--- src/rtl/dram_ctrl_pkg.sv ---
// Shared types and default parameters for the multiplexed-address RAM front-end controller.
package dram_ctrl_pkg;

    localparam int N_DEF            = 8;
    localparam int K_DEF            = 8;
    localparam int RD_LAT_DEF       = 1;
    localparam int REF_INTERVAL_DEF = 64;

    typedef enum logic [2:0] {
        IDLE,
        RAS,
        RAS_REL,
        CAS,
        CAS_REL,
        RD_WAIT,
        REF_RAS,
        REF_REL
    } state_e;

endpackage

--- src/rtl/dram_refresh_timer.sv ---
// Free-running refresh timer: raises ref_pending every REF_INTERVAL clocks and
// tracks the row to refresh next; ref_ack retires one refresh.
module dram_refresh_timer
    import dram_ctrl_pkg::*;
#(
    parameter int K            = K_DEF,
    parameter int REF_INTERVAL = REF_INTERVAL_DEF
) (
    input  logic         clk,
    input  logic         rst_n,
    input  logic         ref_ack,
    output logic         ref_pending,
    output logic [K-1:0] ref_row
);

    localparam int TW = $clog2(REF_INTERVAL);
    localparam logic [TW-1:0] RELOAD = TW'(REF_INTERVAL - 1);

    logic [TW-1:0] timer_q, timer_d;
    logic          pending_q, pending_d;
    logic [K-1:0]  row_q, row_d;

    // An expiry while a refresh is already pending is simply absorbed; expiry wins over ack.
    always_comb begin
        timer_d   = timer_q - 1'b1;
        pending_d = pending_q;
        row_d     = row_q;
        if (ref_ack) begin
            pending_d = 1'b0;
            row_d     = row_q + 1'b1;
        end
        if (timer_q == '0) begin
            timer_d   = RELOAD;
            pending_d = 1'b1;
        end
    end

    always_ff @(posedge clk or negedge rst_n) begin
        if (!rst_n) begin
            timer_q   <= RELOAD;
            pending_q <= 1'b0;
            row_q     <= '0;
        end else begin
            timer_q   <= timer_d;
            pending_q <= pending_d;
            row_q     <= row_d;
        end
    end

    assign ref_pending = pending_q;
    assign ref_row     = row_q;

endmodule

--- src/rtl/dram_ctrl.sv ---
// Request front-end for a RAS/CAS multiplexed-address RAM: sequences row/column
// strobes per access, returns a one-cycle response and interleaves RAS-only refresh.
module dram_ctrl
    import dram_ctrl_pkg::*;
#(
    parameter int N            = N_DEF,
    parameter int K            = K_DEF,
    parameter int RD_LAT       = RD_LAT_DEF,
    parameter int REF_INTERVAL = REF_INTERVAL_DEF
) (
    input  logic           clk,
    input  logic           rst_n,
    input  logic           req_valid,
    output logic           req_ready,
    input  logic           req_write,
    input  logic [2*K-1:0] req_addr,
    input  logic [N-1:0]   req_wdata,
    output logic           rsp_valid,
    output logic [N-1:0]   rsp_rdata,
    output logic           ram_enable,
    output logic [K-1:0]   ram_addr,
    output logic           ram_ras_b,
    output logic           ram_cas_b,
    output logic           ram_read,
    output logic [N-1:0]   ram_data_in,
    input  logic [N-1:0]   ram_data_out
);

    localparam int WW = (RD_LAT > 2) ? $clog2(RD_LAT - 1) : 1;

    state_e         state_q, state_d;
    logic [K-1:0]   col_q, col_d;
    logic [WW-1:0]  wait_q, wait_d;
    logic           enable_q, enable_d;
    logic [K-1:0]   addr_q, addr_d;
    logic           ras_b_q, ras_b_d;
    logic           cas_b_q, cas_b_d;
    logic           read_q, read_d;
    logic [N-1:0]   wdata_q, wdata_d;
    logic           rsp_valid_q, rsp_valid_d;
    logic [N-1:0]   rsp_rdata_q, rsp_rdata_d;
    logic           ref_ack;
    logic           ref_pending;
    logic [K-1:0]   ref_row;

    dram_refresh_timer #(
        .K           (K),
        .REF_INTERVAL(REF_INTERVAL)
    ) u_refresh (
        .clk        (clk),
        .rst_n      (rst_n),
        .ref_ack    (ref_ack),
        .ref_pending(ref_pending),
        .ref_row    (ref_row)
    );

    assign req_ready = (state_q == IDLE) && !ref_pending;

    // Outputs are computed for the state being entered so every RAM pin is a flop.
    always_comb begin
        state_d     = state_q;
        col_d       = col_q;
        wait_d      = wait_q;
        enable_d    = 1'b1;
        addr_d      = addr_q;
        ras_b_d     = 1'b1;
        cas_b_d     = 1'b1;
        read_d      = read_q;
        wdata_d     = wdata_q;
        rsp_valid_d = 1'b0;
        rsp_rdata_d = rsp_rdata_q;
        ref_ack     = 1'b0;
        case (state_q)
            IDLE: begin
                if (ref_pending) begin
                    state_d = REF_RAS;
                    addr_d  = ref_row;
                    ras_b_d = 1'b0;
                end else if (req_valid) begin
                    state_d = RAS;
                    addr_d  = req_addr[2*K-1:K];
                    col_d   = req_addr[K-1:0];
                    ras_b_d = 1'b0;
                    read_d  = !req_write;
                    wdata_d = req_wdata;
                end
            end
            RAS:     state_d = RAS_REL;
            RAS_REL: begin
                state_d = CAS;
                addr_d  = col_q;
                cas_b_d = 1'b0;
            end
            CAS:     state_d = CAS_REL;
            CAS_REL: begin
                if (!read_q || RD_LAT == 1) begin
                    state_d     = IDLE;
                    rsp_valid_d = 1'b1;
                    if (read_q) begin
                        rsp_rdata_d = ram_data_out;
                    end
                end else begin
                    state_d = RD_WAIT;
                    wait_d  = WW'(RD_LAT - 2);
                end
            end
            RD_WAIT: begin
                if (wait_q == '0) begin
                    state_d     = IDLE;
                    rsp_valid_d = 1'b1;
                    rsp_rdata_d = ram_data_out;
                end else begin
                    wait_d = wait_q - 1'b1;
                end
            end
            REF_RAS: state_d = REF_REL;
            REF_REL: begin
                state_d = IDLE;
                ref_ack = 1'b1;
            end
            default: state_d = IDLE;
        endcase
    end

    always_ff @(posedge clk or negedge rst_n) begin
        if (!rst_n) begin
            state_q     <= IDLE;
            col_q       <= '0;
            wait_q      <= '0;
            enable_q    <= 1'b0;
            addr_q      <= '0;
            ras_b_q     <= 1'b1;
            cas_b_q     <= 1'b1;
            read_q      <= 1'b0;
            wdata_q     <= '0;
            rsp_valid_q <= 1'b0;
            rsp_rdata_q <= '0;
        end else begin
            state_q     <= state_d;
            col_q       <= col_d;
            wait_q      <= wait_d;
            enable_q    <= enable_d;
            addr_q      <= addr_d;
            ras_b_q     <= ras_b_d;
            cas_b_q     <= cas_b_d;
            read_q      <= read_d;
            wdata_q     <= wdata_d;
            rsp_valid_q <= rsp_valid_d;
            rsp_rdata_q <= rsp_rdata_d;
        end
    end

    assign ram_enable  = enable_q;
    assign ram_addr    = addr_q;
    assign ram_ras_b   = ras_b_q;
    assign ram_cas_b   = cas_b_q;
    assign ram_read    = read_q;
    assign ram_data_in = wdata_q;
    assign rsp_valid   = rsp_valid_q;
    assign rsp_rdata   = rsp_rdata_q;

endmodule

--- config.mk ---
export PLATFORM = sky130hd
export DESIGN_NAME = dram_ctrl
export DESIGN_NICKNAME = d
export VERILOG_FILES = /design/src/rtl/dram_ctrl_pkg.sv /design/src/rtl/dram_refresh_timer.sv /design/src/rtl/dram_ctrl.sv
export SDC_FILE = /design/constraint.sdc
export NUM_CORES = 1
export LEC_CHECK = 0
export CORE_MARGIN = 5
export CORE_UTILIZATION = 35
export CTS_BUF_LIST = sky130_fd_sc_hd__clkbuf_8
export DETAILED_ROUTE_END_ITERATION = 7
export GPL_ROUTABILITY_DRIVEN = 0
export MAX_ROUTING_LAYER = met4
export REMOVE_ABC_BUFFERS = 1
export SYNTH_ARGS = -nofsm -noshare
export SYNTH_HDL_FRONTEND = slang
export SYNTH_HIERARCHICAL = 1
export SYNTH_SLANG_ARGS = --single-unit
--- constraint.sdc ---
create_clock -name clk -period 1.6 [get_ports clk]
set_input_delay 0.32 -clock clk [delete_from_list [all_inputs] [get_ports clk]]
set_output_delay 0.32 -clock clk [all_outputs]
set_load 0.01 [all_outputs]
# [After elaboration in Yosys (flattened, before gate mapping)]
# Index checks and enable logic that the tools add are counted.
[op_classes] addsub=3 eq_ne=10 mux=21 n_bitwise=1 n_reduce_logical=13
[ops] op="$mux 8" count=4
[ops] op="$pmux 8 s2" count=2
[ops] op="$pmux 3 s7" count=1
[ops] op="$eq 3x3->1 const B" count=4
[ops] op="$mux 1" count=9
[ops] op="$mux 3" count=3
[ops] op="$add 8x1->8 const B" count=1
[ops] op="$eq 3x2->1 const B" count=2
[ops] op="$logic_not 6->1" count=1
[ops] op="$mux 6" count=1
[ops] op="$reduce_and 3->1" count=2
[ops] op="$reduce_bool 2->1" count=3
[ops] op="$sub 6x1->6 const B" count=1
[ops] op="$ne 2x2->1 const B" count=2
[ops] op="$reduce_and 2->1" count=2
[ops] op="$eq 3x1->1 const B" count=1
[ops] op="$logic_not 3->1" count=1
[ops] op="$ne 3x2->1 const B" count=1
[ops] op="$logic_not 1->1" count=2
[ops] op="$pmux 1 s2" count=1
[ops] op="$reduce_or 2->1" count=1
[ops] op="$logic_and 1x1->1" count=1
[ops] op="$not 1->1" count=1
[ops] op="$sub 1x1->1 const B" count=1
[word_totals] ff_bits=56 input_bits=36 out_inout_bits=30 wordCells=62

# [Depth between registers and ports, before layout]
# Gate-level depths: netlist (run 1).
[depth] depth_word=4 ltp_mapped=6 depth_no_buf=5

# [By module]
# The synthesis (run 1) kept the hierarchy.
[by_module_without_submodules] mod="dram_ctrl" instances=1 cells_per_inst=123 area_per_inst_um2=1734.2 seq_area_each_um2=1003.5
[by_module_without_submodules] mod="dram_refresh_timer" instances=1 cells_per_inst=56 area_per_inst_um2=680.7 seq_area_each_um2=382.9

# [Worst setup path before layout (run 1)]
# No wires, ideal clock.
[synth_timing] kind="reg-to-reg" startpoint="register state_q[2]" endpoint="register col_q[4]" setup_ns=0.125 arrival_time_ns=1.481 required_ns=1.475 setup_slack_ns=-0.006 path_stages_with_launch=5 n_path_buf=1 period_less_slack_ns=1.606 path_cell_list="dfrtp_1 -> nor4_4 -> nand2_4 -> buf_6 -> mux2_4"
[synth_between] elab_chain_cells=2
[synth_lines] element="start, declared" line="dram_ctrl.sv:31" rtl="state_e state_q, state_d;"
[synth_lines] element="start signal, assigned" line="dram_ctrl.sv:139" rtl="state_q <= state_d;"
[synth_lines] element="$logic_not 3->1" line="dram_ctrl.sv:73" rtl="case (state_q)"
[synth_lines] element="$reduce_and 3->1 (no line)"
[synth_lines] element="end signal, assigned" line="dram_ctrl.sv:140" rtl="col_q <= col_d;"
[synth_lines] element="end, declared" line="dram_ctrl.sv:32" rtl="logic [K-1:0] col_q, col_d;"
# Every way passes these cells.
# A chain may end at the register's enable or synchronous reset.

# [Worst setup path in the final report (run 1)]
[layout_timing] startpoint="register wdata_q[6] (netlist: ram_data_in[6])" endpoint="output ram_data_in[6]"
[layout_rtl] element="start, declared" line="dram_ctrl.sv:39" rtl="logic [N-1:0] wdata_q, wdata_d;"
[layout_rtl] element="start signal, assigned" line="dram_ctrl.sv:147" rtl="wdata_q <= wdata_d;"
[layout_rtl] element="end, declared" line="dram_ctrl.sv:25" rtl="output logic [N-1:0] ram_data_in,"
# No word-level cell between the ends.

==> results of run 1 <==
## final cells by class
cell class / count / area [µm²] / share of cell area, %
Clock buffer: 5 / 68.82 / 2.047
Clock inverter: 3 / 37.54 / 1.116
Inverter: 5 / 18.77 / 0.5582
Multi-Input combinational cell: 113 / 984.7 / 29.29
Sequential cell: 55 / 1386 / 41.24
Tap cell: 80 / 100.1 / 2.977
Timing Repair Buffer: 77 / 765.7 / 22.78
## sequential cells by signal (all words and copies together), names as in the netlist, 3 cells and up
signal	count
u_refresh/timer_q	6
ram_addr	8
u_refresh/ref_row	8
state_q	3
rsp_rdata	8
col_q	8
ram_data_in	8
## cells by family after synthesis
family                     count (synthesis)
AOI/OAI and AO/OA                         25
xor gates and xnor gates                  10
adders and majority gates                  3
buffers and inverters                     11
DFF                                       55
muxes                                     39
other                                      1
and+or+nand+nor                           35
## per-stage QoR
step / util, % / hold slack [ns] / power, µW / worst slack, ns
after global placement: 47.76 / 0.3413 / 4824 / -0.1192
after floorplan: - / 0.02441 / 3552 / -0.08748
after global routing: 49.76 / 0.4968 / 6070 / -0.007095
after CTS: 49.44 / 0.4702 / 5766 / 0.01483
after detailed placement: 47.76 / 0.3426 / 4864 / -0.1867
final: 49.76 / 0.4647 / 5682 / 0.04651
## path summary, 6_finish.rpt
check | startpoint | end | slack [ns] | cells past startpoint
worst max-delay path | ram_data_in[6]$_DFFE_PN0P_ | ram_data_in[6] | 0.05 | 1
worst min-delay path | u_refresh/timer_q[0]$_DFF_PN1_ | u_refresh/timer_q[0]$_DFF_PN1_ | 0.46 | 1
max in group asynchronous | rst_n | u_refresh/timer_q[5]$_DFF_PN1_ | 0.78 | 3
worst min register to register | u_refresh/timer_q[0]$_DFF_PN1_ | u_refresh/timer_q[0]$_DFF_PN1_ | 0.46 | 1
min in group asynchronous | rst_n | col_q[7]$_DFFE_PN0P_ | 0.52 | 3
worst max register to register | state_q[2]$_DFFE_PN0P_ | ram_data_in[1]$_DFFE_PN0P_ | 0.09 | 4
## power by group
group	internal [µW]	leakage [µW]	switching [µW]	total, µW
Sequential	1950	0.000655	342	2290
Clock	456	0.0000607	440	897
Combinational	1500	0.000782	996	2490
## synth_stat cells (all sizes together), types with 3 or more instances
cell and n:
and3 3, ha 3, mux2i 9, dfrtp 47, nand3 3, buf 5, inv 5, o221a 3
a21oi 3, nor3 4, nand2 11, nand4 3, o21ai 14, mux2 30, dfstp 8, nor2 5
xor2 3, xnor2 7
## routing by layer
metal | share of wire (%) | wire [µm] | vias up
li1 | - | - | 780
met1 | 45 | 2253 | 799
met2 | 49 | 2483 | 32
met3 | 3.9 | 195 | 6
met4 | 1.7 | 86 | 0
met5 | 0 | 0 | -
## what timing repair did
| item | in CTS | in global routing |
|---|---|---|
| hold buffers | 1 | 0 |
| gates resized for setup | 7 | 6 |
| endpoints found under the hold margin | 2 | 0 |
| setup endpoints to repair | 10 | 29 |
| cloned | 0 | 0 |
==> results.ini, run 1 <==
[drt]
wl_per_cell_um=14.85
drc=0
drtAntennaViolNets=0
drtIter0Drc=80
vias_per_cell=4.784
drt-pass1-iter-count=4
vias=1617
wl_um=5018

[yosys]
synth.area.mux_share_pct=19.12
synth_area_um2=2415
synthAdderAreaFrac_pct=1.554
synth_top_cell_area_share_pct=48.70
synth-compound-area-share_pct=6.528
ys_top_cells_by_area=dfrtp_1, mux2_2, dfstp_2, mux2_4, mux2i_1
synth-main-ff-cell=dfrtp_1
ys_types=39
synth_top_family_by_area=multiplexers
ys_warn_count=6
synth_largest_area_cell=dfrtp_1
synth_xor_area_share_pct=3.627
yosys.area_share.simple_pct=9.119
postSynthCellCount=179
ys_seq_area_share_pct=57.41
avgSynthCellArea_um2=13.49
synthArstFlopShare_pct=100.0
ys_ff_latch=55
synth_edf_count=0

[power_and_ir_drop]
ir_worst_vdd_mv=0.6919
cellPowerDensity_nw_per_um2=1690
p_leak_uw=0.001498

[global_route]
grt_max_degree=56
gr-total-overflow=0
grt.busiest_layer=met2
grt_use_met2_pct=20.16
grt_usage_pct=12.89
use_met3_pct=3.298
met1_usage_pct=16.20
antenna_found_initial=0
grt_first_pass_wirelength_um=8521
grt_pass1_vias=1751

[sta]
setup_tns_ns=0
finalCritPeriodShare_pct=97.09
clock-skew-final_ns=0.009582
clock.fmax_ghz=0.6437
setup_viol=0
final-max-slew-violation-count=0
rsz0062_at_grt=true
hold_viol_final=0
fin_crit_ns=1.553

[setup_path]
crit_path_cell_trace=clkdlybuf4s50_1
crit_buf_inv=1
path_max_fanout=2
worstPathArrival_ns=1.23
cpLargestDelayFamily=buffers and inverters
path_class=flop to primary output
endpoint_kind=primary output
slowest_stage=clkdlybuf4s50_1
cp.required_ns=1.28
start_kind=flop
max_stage_delay_ns=0.54

[hold_path]
hold_class=flop to flop

[cells_and_area]
syn_to_final_growth_pct=39.22
final_area_um2=3362
layout.nets=296
drive_above_1_share_pct=26.74
fin_cells=338
most-common-layout-cells=clkdlybuf4s50_1, dfrtp_1, mux2_2
insertedDiodeCount=0
fillers=612
final_common_cell=clkdlybuf4s50_1

[clock_tree]
cts_tree=done
cts_buffer_depth=2
path_clk_slew_ns=0.10
cts.sinks=55
cts_buffers=5
cts_root_buffer=clkbuf_8
worstSkewPairLatency_ns=0.31
cts_setup_buffers=0
cts_max_level=2

[placement]
port_buffers=65
dp_hpwl_um=3673
placed_cells=329
postPlaceCellArea_um2=3227

[floorplanning]
start_util_pct=35.74
core.rowCount=30
io_pins=66
core_area_um2=6756
die_h_um=93.07
die_area_um2=8661
die_x_um=93.07

[flow_run]
drv_cap=0

[status]
run_status=finished clean

No activity file was read; power rests on OpenSTA's default activity.
==> inputs of run 2 (changes only) <==
CORE_MARGIN = 2   (was 5)
CTS_BUF_LIST = unset   (was sky130_fd_sc_hd__clkbuf_8)
==> run 2 against run 1 <==
  * Cell area rose by 0.11%
  * First-iteration DRC count fell by 30%
  * Fmax fell by 1.6%
  * Critical path depth did not move
  * Setup slack got worse by 0.025 ns
  * Die area fell by 12%
  * Critical path type unchanged
  * Hold slack got worse by 0.029 ns
  * Cell count rose by 0.30%
  * Core utilization rose by 0.33 points
==> results.ini, run 2 (synthesized netlist as in run 1, its figures left out) <==
[status]
run_status=finished clean

[drt]
wl_um=4949  ; -1.4%
drc=0  ; unchanged
vias=1611  ; -0.37%
drtAntennaViolNets=0  ; unchanged
vias_per_cell=4.752  ; -0.66%
drt-pass1-iter-count=4  ; unchanged
drtIter0Drc=56  ; -30%
wl_per_cell_um=14.60  ; -1.7%

[placement]
postPlaceCellArea_um2=3247  ; +0.62%
port_buffers=65  ; unchanged
dp_hpwl_um=3708  ; +0.96%

[global_route]
grt_usage_pct=14.57  ; +1.7 points
gr-total-overflow=0  ; unchanged
grt_max_degree=29  ; -48%
antenna_found_initial=0  ; unchanged
grt_pass1_vias=1675  ; -4.3%
grt_first_pass_wirelength_um=8190  ; -3.9%

[sta]
final-max-slew-violation-count=0  ; unchanged
worst_hold_slack_ns=0.4359  ; -0.02882 ns
fin_crit_ns=1.578  ; +0.02453 ns
clock.fmax_ghz=0.6337  ; -1.6%
rsz0062_at_grt=false
clock-skew-final_ns=0.008985  ; -0.0005969 ns
finalCritPeriodShare_pct=98.63  ; +1.5 points
setup_viol=0  ; unchanged
hold_viol_final=0  ; unchanged

[flow_run]
drv_cap=0  ; unchanged

[clock_tree]
cts_tree=done
cts_buffers=5  ; unchanged
cts_max_level=2  ; unchanged
cts_setup_buffers=0  ; unchanged
cts_buffer_depth=2  ; unchanged
cts.sinks=55  ; unchanged
worstSkewPairLatency_ns=0.31  ; about the same
cts_root_buffer=clkbuf_8
path_clk_slew_ns=0.10  ; about the same

[setup_path]
path_class=flop to primary output
crit_path_cell_trace=clkdlybuf4s50_1
slowest_stage=clkdlybuf4s50_1
start_kind=flop
max_stage_delay_ns=0.55  ; about the same
worstPathArrival_ns=1.26  ; +0.03 ns
path_max_fanout=2  ; unchanged
endpoint_kind=primary output
rr_startpoint=state_q[2]$_DFFE_PN0P_
cpLargestDelayFamily=buffers and inverters
cp.required_ns=1.28  ; about the same
crit_buf_inv=1  ; unchanged
cp-startpoint=ram_addr[0]$_DFFE_PN0P_

[floorplanning]
die_area_um2=7580  ; -12%
die_h_um=87.07  ; -6.4%
io_pins=66  ; unchanged
die_x_um=87.07  ; -6.4%
core.rowCount=30  ; unchanged
core_area_um2=6719  ; -0.56%
start_util_pct=35.94  ; +0.20 points

[cells_and_area]
most-common-layout-cells=clkdlybuf4s50_1, dfrtp_1, mux2_2
layout.nets=297  ; +0.34%
insertedDiodeCount=0  ; unchanged
drive_above_1_share_pct=27.41  ; +0.67 points
final_common_cell=clkdlybuf4s50_1
final_util_pct=50.09  ; +0.33 points
final_area_um2=3366  ; +0.11%
syn_to_final_growth_pct=39.38

[power_and_ir_drop]
cellPowerDensity_nw_per_um2=1691  ; about the same
finalPower_uw=5693  ; +0.20%
ir_worst_vdd_mv=0.8125  ; +17%
p_leak_uw=0.001470  ; -1.9%

[hold_path]
hold_class=primary input to asynchronous set/reset pin

[run 2: cell count changes in the layout (fill, tap and decap cells not counted), sizes merged]
| cell | previous run | this run |
|---|---|---|
| buf | 13 | 14 |
| clkbuf | 5 | 6 |
| clkinvlp | 0 | 1 |
| clkdlybuf4s50 | 57 | 60 |
| inv | 7 | 5 |
| dlymetal6s2s | 4 | 1 |
[run 2: final timing paths]
path,depth (start not counted),to,slack [ns]
max,1,ram_addr[0],0.02
min,2,rsp_rdata[2]$_DFFE_PN0P_,0.44
max reg2reg,5,col_q[6]$_DFFE_PN0P_,0.07
min reg2reg,1,u_refresh/timer_q[0]$_DFF_PN1_,0.48
max in group asynchronous,3,col_q[7]$_DFFE_PN0P_,0.64
min in group clk,1,u_refresh/timer_q[0]$_DFF_PN1_,0.48
[run 2: worst reg2reg max path: stages (launching register included)]
cell and delay [ns]:
dfrtp_1 0.41, nor4_4 0.30, buf_4 0.18, nand2_4 0.05
buf_12 0.16, mux2_4 0.31
[run 2: report_power, final]
group | switching [µW] | total (µW) | internal (µW)
Sequential | 357 | 2300 | 1950
Clock | 452 | 920 | 468
Combinational | 943 | 2470 | 1530
Total | 1750 | 5690 | 3940
[run 2: timing repair]
item / CTS / global route
hold endpoints to repair: 11 / 0
hold buffers: 1 / 0
gates resized for setup: 6 / 3
endpoints found under the setup margin: 3 / 4
[run 2: through the flow]
step	TNS [ns]	cells	setup slack, ns
global placement	-0.009865	330	-0.009865
floorplan	-1.234	173	-0.08748
CTS	0	339	0.02124
detailed placement	-0.2959	330	-0.04140
finish	0	339	0.02198
global route	0	339	0.001565
[run 2: metal layers]
metal / part of all wire [%] / GRT usage [%] / vias to the layer above
li1: - / - / 778
met1: 47 / 19.06 / 784
met2: 47 / 22.00 / 41
met3: 4.4 / 3.507 / 8
met4: 2.1 / 5.398 / 0
met5: 0 / - / -
[run 2: layout make-up]
type                    count  area (µm²)
inverters                   5       18.77
fillers                   605        3353
repair buffers             78       778.2
clock inverters             2       37.54
clock buffers               6       72.57
well taps                  80       100.1
multi-input cells         113       972.2
flip-flops and latches     55        1386
